<file path="config.mk">
export PLATFORM = sky130hd
export DESIGN_NAME = ext_cpu_obi_arbiter
export DESIGN_NICKNAME = d
export VERILOG_FILES = /design/src/rtl/ext_cpu_obi_arbiter.sv
export SDC_FILE = /design/constraint.sdc
export NUM_CORES = 1
export LEC_CHECK = 0
export BUFFER_PORTS_ARGS = -buffer_cell sky130_fd_sc_hd__buf_2
export CAP_MARGIN = 20
export CORE_AREA = 2 2 163 165
export DETAILED_ROUTE_END_ITERATION = 16
export DIE_AREA = 0 0 165 167
export GPL_ROUTABILITY_DRIVEN = 0
export GPL_TIMING_DRIVEN = 0
export PLACE_DENSITY_LB_ADDON = 0.3
export SYNTH_ARGS = -nofsm -noshare
export SYNTH_HDL_FRONTEND = slang
export SYNTH_SLANG_ARGS = --single-unit
</file>
<file path="constraint.sdc">
create_clock -name clk_i -period 5.63 [get_ports clk_i]
set_input_delay 0.2815 -clock clk_i [delete_from_list [all_inputs] [get_ports clk_i]]
set_output_delay 0.2815 -clock clk_i [all_outputs]
set_load 0.01 [all_outputs]
</file>
<file path="src/rtl/ext_cpu_obi_arbiter.sv">
// Round-robin arbiter sharing one OBI target port among NHARTS cores, with in-order rvalid routing.
// Optional per-core grant counters are enabled by defining EXT_CPU_OBI_ARBITER_PERF_EN.
package ext_cpu_obi_pkg;
    typedef struct packed {
        logic        req;
        logic [31:0] addr;
        logic        we;
        logic [3:0]  be;
        logic [31:0] wdata;
    } obi_req_t;

    typedef struct packed {
        logic        gnt;
        logic        rvalid;
        logic [31:0] rdata;
    } obi_resp_t;
endpackage

module ext_cpu_obi_arbiter
    import ext_cpu_obi_pkg::*;
#(
    parameter int NHARTS          = 3,
    parameter int MAX_OUTSTANDING = 2
) (
    input  logic                      clk_i,
    input  logic                      rst_ni,
    input  obi_req_t  [NHARTS-1:0]    req_i,
    output obi_resp_t [NHARTS-1:0]    resp_o,
    output obi_req_t                  mst_req_o,
    input  obi_resp_t                 mst_resp_i,
    output logic                      busy_o,
    output logic                      err_o
`ifdef EXT_CPU_OBI_ARBITER_PERF_EN
    ,
    output logic [NHARTS-1:0][15:0]   grant_cnt_o
`endif
);

    localparam int HW  = (NHARTS > 1) ? $clog2(NHARTS) : 1;
    localparam int HW1 = HW + 1;
    localparam int PW  = (MAX_OUTSTANDING > 1) ? $clog2(MAX_OUTSTANDING) : 1;
    localparam int CW  = $clog2(MAX_OUTSTANDING + 1);

    typedef enum logic {ARB, HOLD} state_t;

    state_t          state;
    logic [HW-1:0]   sel_q;
    logic [HW-1:0]   rr_ptr;
    logic [HW-1:0]   sel_idx;
    logic            sel_vld;
    logic [HW-1:0]   id_mem [MAX_OUTSTANDING];
    logic [PW-1:0]   wr_ptr;
    logic [PW-1:0]   rd_ptr;
    logic [CW-1:0]   count;
    logic [HW-1:0]   head;
    logic            full;
    logic            handshake;
    logic            pop;
    logic            err;

    function automatic logic [PW-1:0] ptr_inc(input logic [PW-1:0] p);
        return (p == PW'(MAX_OUTSTANDING - 1)) ? '0 : p + 1'b1;
    endfunction

    function automatic logic [HW-1:0] hart_inc(input logic [HW-1:0] h);
        return (h == HW'(NHARTS - 1)) ? '0 : h + 1'b1;
    endfunction

    // In HOLD the stalled requester stays selected so its attributes remain stable until granted
    always_comb begin
        logic [HW1-1:0] idx;
        idx     = '0;
        sel_vld = 1'b0;
        sel_idx = sel_q;
        if (state == HOLD) begin
            sel_vld = req_i[sel_q].req;
        end else begin
            for (int i = 0; i < NHARTS; i++) begin
                idx = {1'b0, rr_ptr} + HW1'(i);
                if (idx >= HW1'(NHARTS)) idx = idx - HW1'(NHARTS);
                if (!sel_vld && req_i[idx[HW-1:0]].req) begin
                    sel_vld = 1'b1;
                    sel_idx = idx[HW-1:0];
                end
            end
        end
    end

    // full comes from the registered count, so a same-cycle pop cannot open a slot
    assign full      = (count == CW'(MAX_OUTSTANDING));
    assign handshake = mst_req_o.req & mst_resp_i.gnt;
    assign pop       = rst_ni & mst_resp_i.rvalid & (count != '0);
    assign head      = id_mem[rd_ptr];

    always_comb begin
        mst_req_o = '0;
        if (sel_vld && !full) begin
            mst_req_o     = req_i[sel_idx];
            mst_req_o.req = 1'b1;
        end
    end

    always_comb begin
        for (int k = 0; k < NHARTS; k++) begin
            resp_o[k].gnt    = handshake & (sel_idx == HW'(k));
            resp_o[k].rvalid = pop & (head == HW'(k));
            resp_o[k].rdata  = mst_resp_i.rdata;
        end
    end

    assign busy_o = rst_ni & ((count != '0) | (state == HOLD));
    assign err_o  = err;

    always_ff @(posedge clk_i) begin
        if (!rst_ni) begin
            state  <= ARB;
            sel_q  <= '0;
            rr_ptr <= '0;
            wr_ptr <= '0;
            rd_ptr <= '0;
            count  <= '0;
            err    <= 1'b0;
        end else begin
            case (state)
                ARB: begin
                    if (mst_req_o.req && !mst_resp_i.gnt) begin
                        state <= HOLD;
                        sel_q <= sel_idx;
                    end
                end
                HOLD: begin
                    if (handshake) state <= ARB;
                end
                default: state <= ARB;
            endcase
            if (handshake) begin
                wr_ptr <= ptr_inc(wr_ptr);
                rr_ptr <= hart_inc(sel_idx);
            end
            if (pop) rd_ptr <= ptr_inc(rd_ptr);
            if (handshake && !pop) begin
                count <= count + 1'b1;
            end else if (!handshake && pop) begin
                count <= count - 1'b1;
            end
            if (mst_resp_i.rvalid && (count == '0)) err <= 1'b1;
        end
    end

    // ID storage holds data only; validity is tracked by count and pointers
    always_ff @(posedge clk_i) begin
        if (handshake) id_mem[wr_ptr] <= sel_idx;
    end

`ifdef EXT_CPU_OBI_ARBITER_PERF_EN
    always_ff @(posedge clk_i) begin
        if (!rst_ni) begin
            grant_cnt_o <= '0;
        end else begin
            for (int k = 0; k < NHARTS; k++) begin
                if (handshake && (sel_idx == HW'(k)) && (grant_cnt_o[k] != 16'hFFFF)) begin
                    grant_cnt_o[k] <= grant_cnt_o[k] + 16'd1;
                end
            end
        end
    end
`endif

endmodule
</file>
==> summary.txt <==
Global routing
  – Gr usage total: 12.6%
  – Initial antenna violation count: 1
  – Largest net degree at the start of global routing: 11
  – First-pass GRT wire length: around 27,000 µm
  – Vias in the first global route: between 4,000 and 5,000
  – GR Overflow Total: 0

Placement
  – Port Buffers: between 300 and 400
  – Dpl ws: between 1 and 1.5 ns
  – Placed Area: 5680 µm²
  – Cells after DPL: between 1,000 and 1,500
  – Hpwl dp: 15,900 µm

Synthesis
  – Mapped Avg Cell Area: roughly 7.3 µm²
  – Syn_nets: ~710
  – Synth Instances: about 460
  – Synthesis warning total: 0
  – Cell variety after synth: 50
  – Post-synthesis register bit count: 15
  – Top_reg_cell synth: dfxtp_1
  – Post-synth EDFFs: 4
  – Seq/Total Area, Yosys: 10.2%
  – Ys async rst share: 0%
  – Mapped cell area: approximately 3300 µm²

Floorplan
  – Die footprint: roughly 28,000 µm²
  – Die height: ~170 µm
  – Die width: 165 µm
  – Initial Util: 13.0%
  – I/O pin count: 420
  – Site Rows: between 50 and 60
  – CORE AREA: ~26,000 µm²

Worst setup path
  – Reg2reg setup slack: around 1.8 ns
  – CP peak stage delay: approximately 0.64 ns
  – Type of the worst setup path: reg2out
  – Worst EP required: 5.35 ns
  – CP Buf/Inv Count: 5
  – Arr. time, crit path: approximately 4.2 ns
  – CP Max Fanout: 10
  – Worst-path cell chain: inv_1, ha_1, buf_2, a22o_1, a222oi_1, a21oi_1, o22ai_1, buf_2, nand3_1, clkbuf_1, o22ai_1, buf_2
  – Cell mode on critical path: buf_2
  – Max stage delay cell, worst path: a222oi_1
  – Worst setup EP type: primary output
  – CP top delay family: compound AO/OA/AOI/OAI gates
  – Startpoint Class: flip-flop

Drt
  – Drt drc: 0
  – Drt pass-1 iters: 4
  – Vias post-DR: approximately 4,600
  – Avg WL per Cell: about 16 µm
  – Initial DRC count: 210
  – Post-DRT Antenna Nets: 0
  – Via/cell ratio: around 3.9
  – Final WL: about 19,000 µm

Timing
  – Crit path time final: 4.52 ns
  – Final period utilization: between 80% and 90%
  – Worst slew margin: between 30% and 40%
  – Fin. Hold Viols: 0
  – Worst-Margin Slew: between 1 and 1.5 ns
  – Setup TNS Final: 0 ns
  – RSZ-0062 raised after global routing: no
  – Final setup vio count: 0
  – Fin Hold WS: 0.283 ns
  – Max-slew violations: 0
  – Final WS setup: between 1 and 1.5 ns
  – Peak Freq: between 200 and 250 MHz
  – Post-Route Skew: 0.00209 ns

CTS
  – Num CTS Buffers: 3
  – Register clock-pin slew on the reported worst setup and hold paths: 0.04 ns
  – Setup bufs post-CTS: 0
  – Post-CTS sizing: 0
  – Cts-stage hold buffer count: 0
  – CTS root buffer: clkbuf_16
  – CTS tree: yes
  – H-tree levels: 1
  – TritonCTS sink count: 15
  – Worst-Skew Late Latency: about 0.24 ns
  – CTS Buffer Depth: 2

Run status
  – Status: completed

Cells and area
  – Fillers: between 2,000 and 3,000
  – Synthesis-to-finish area growth: 72.7%
  – Layout cell share with drive strength beyond 1: 60.7%
  – Fin nets: between 1,000 and 1,500
  – Commonest cells after routing, fill and taps aside: buf_2, buf_4, nand2_1
  – Fin area: about 5800 µm²
  – Post-route insts no fill: 1,183
  – Most common cell after layout, fill and taps aside: buf_2
  – ANT cells: 0

Power and ir drop
  – PD cells: around 700 nW/µm²
  – Peak supply drop: around 0.00033 V
  – LEAKAGE: 3.42 nW

Job
  – Max Cap Viol: 0

Min path
  – Hold Path Class: in2reg
-- synthesized netlist by cell type, types with 2 or more instances --
cell type | count | share of area (%)
o211a_1 | 3 | 0.90
o31ai_1 | 2 | 0.45
buf_2 | 13 | 1.9
buf_6 | 3 | 1.0
or2_2 | 2 | 0.37
buf_4 | 96 | 22
dfxtp_1 | 11 | 6.6
nand3b_1 | 2 | 0.45
edfxtp_1 | 4 | 3.6
a211oi_1 | 2 | 0.45
o22ai_1 | 60 | 11
o22ai_2 | 10 | 3.7
a31oi_1 | 2 | 0.37
nor2b_1 | 3 | 0.56
nand3_1 | 4 | 0.60
a21oi_1 | 9 | 1.3
nand2_1 | 74 | 8.3
nor3_1 | 3 | 0.45
ha_1 | 3 | 1.1
a21boi_0 | 2 | 0.45
or2b_1 | 2 | 0.45
and2_1 | 2 | 0.37
mux2i_1 | 71 | 21
nand2b_1 | 2 | 0.37
inv_1 | 11 | 1.2
xor2_1 | 3 | 0.79
clkbuf_1 | 20 | 2.2
o21ai_0 | 3 | 0.45
nor2_1 | 16 | 1.8
-- worst min-delay path: cells and delay by family --
kind,cells,cell delay [ns]
AND/OR/NAND/NOR,1,0.07
AO/OA/AOI/OAI,1,0.05
buffers and inverters,1,0.08
-- through the flow --
stage | util (%) | power (mW)
after detailed placement | 22.1 | 3.85
after global routing | 22.4 | 4.28
final | 22.4 | 3.93
after floorplan | - | 2.44
after global placement | 22.1 | 3.86
after CTS | 22.4 | 4.00
-- metal layers --
| metal | part of all wire (%) | track usage [%] |
|---|---|---|
| met5 | 0 | 0 |
| met2 | 52 | 23.5 |
| met3 | 7.3 | 1.99 |
| met1 | 40 | 15.6 |
| met4 | 0.82 | 1.36 |
-- kinds of logic after synthesis --
group	synth area share (%)
xor+xnor	1.05
fa+ha+maj	1.12
buf+inv	28.0
flops	10.2
simple gates	15.5
compound gates	22.0
mux	22.1
-- cell type report --
type	count	area, µm²	area share, %
inverters	11	41.3	0.717
multi-input cells	301	2060	35.8
well taps	335	419	7.27
repair buffers	385	1930	33.4
plain buffers	132	895	15.5
flip-flops and latches	15	340	5.91
clock buffers	4	78.8	1.37
-- worst paths after layout --
kind,start,to,depth (start not counted)
max,rr_ptr[0],mst_req_o[0],12
min,mst_resp_i[32],err_o,3
max reg2reg,rr_ptr[0],count[1],12
min reg2reg,err_o,err_o,2
-- report_power, final --
group	switching, mW	internal, mW	total [mW]
clock network	0.0391	0.0955	0.135
registers	0.0409	0.164	0.205
logic	2.17	1.43	3.59
total	2.25	1.69	3.93
Power figures use the tool's default switching activity.
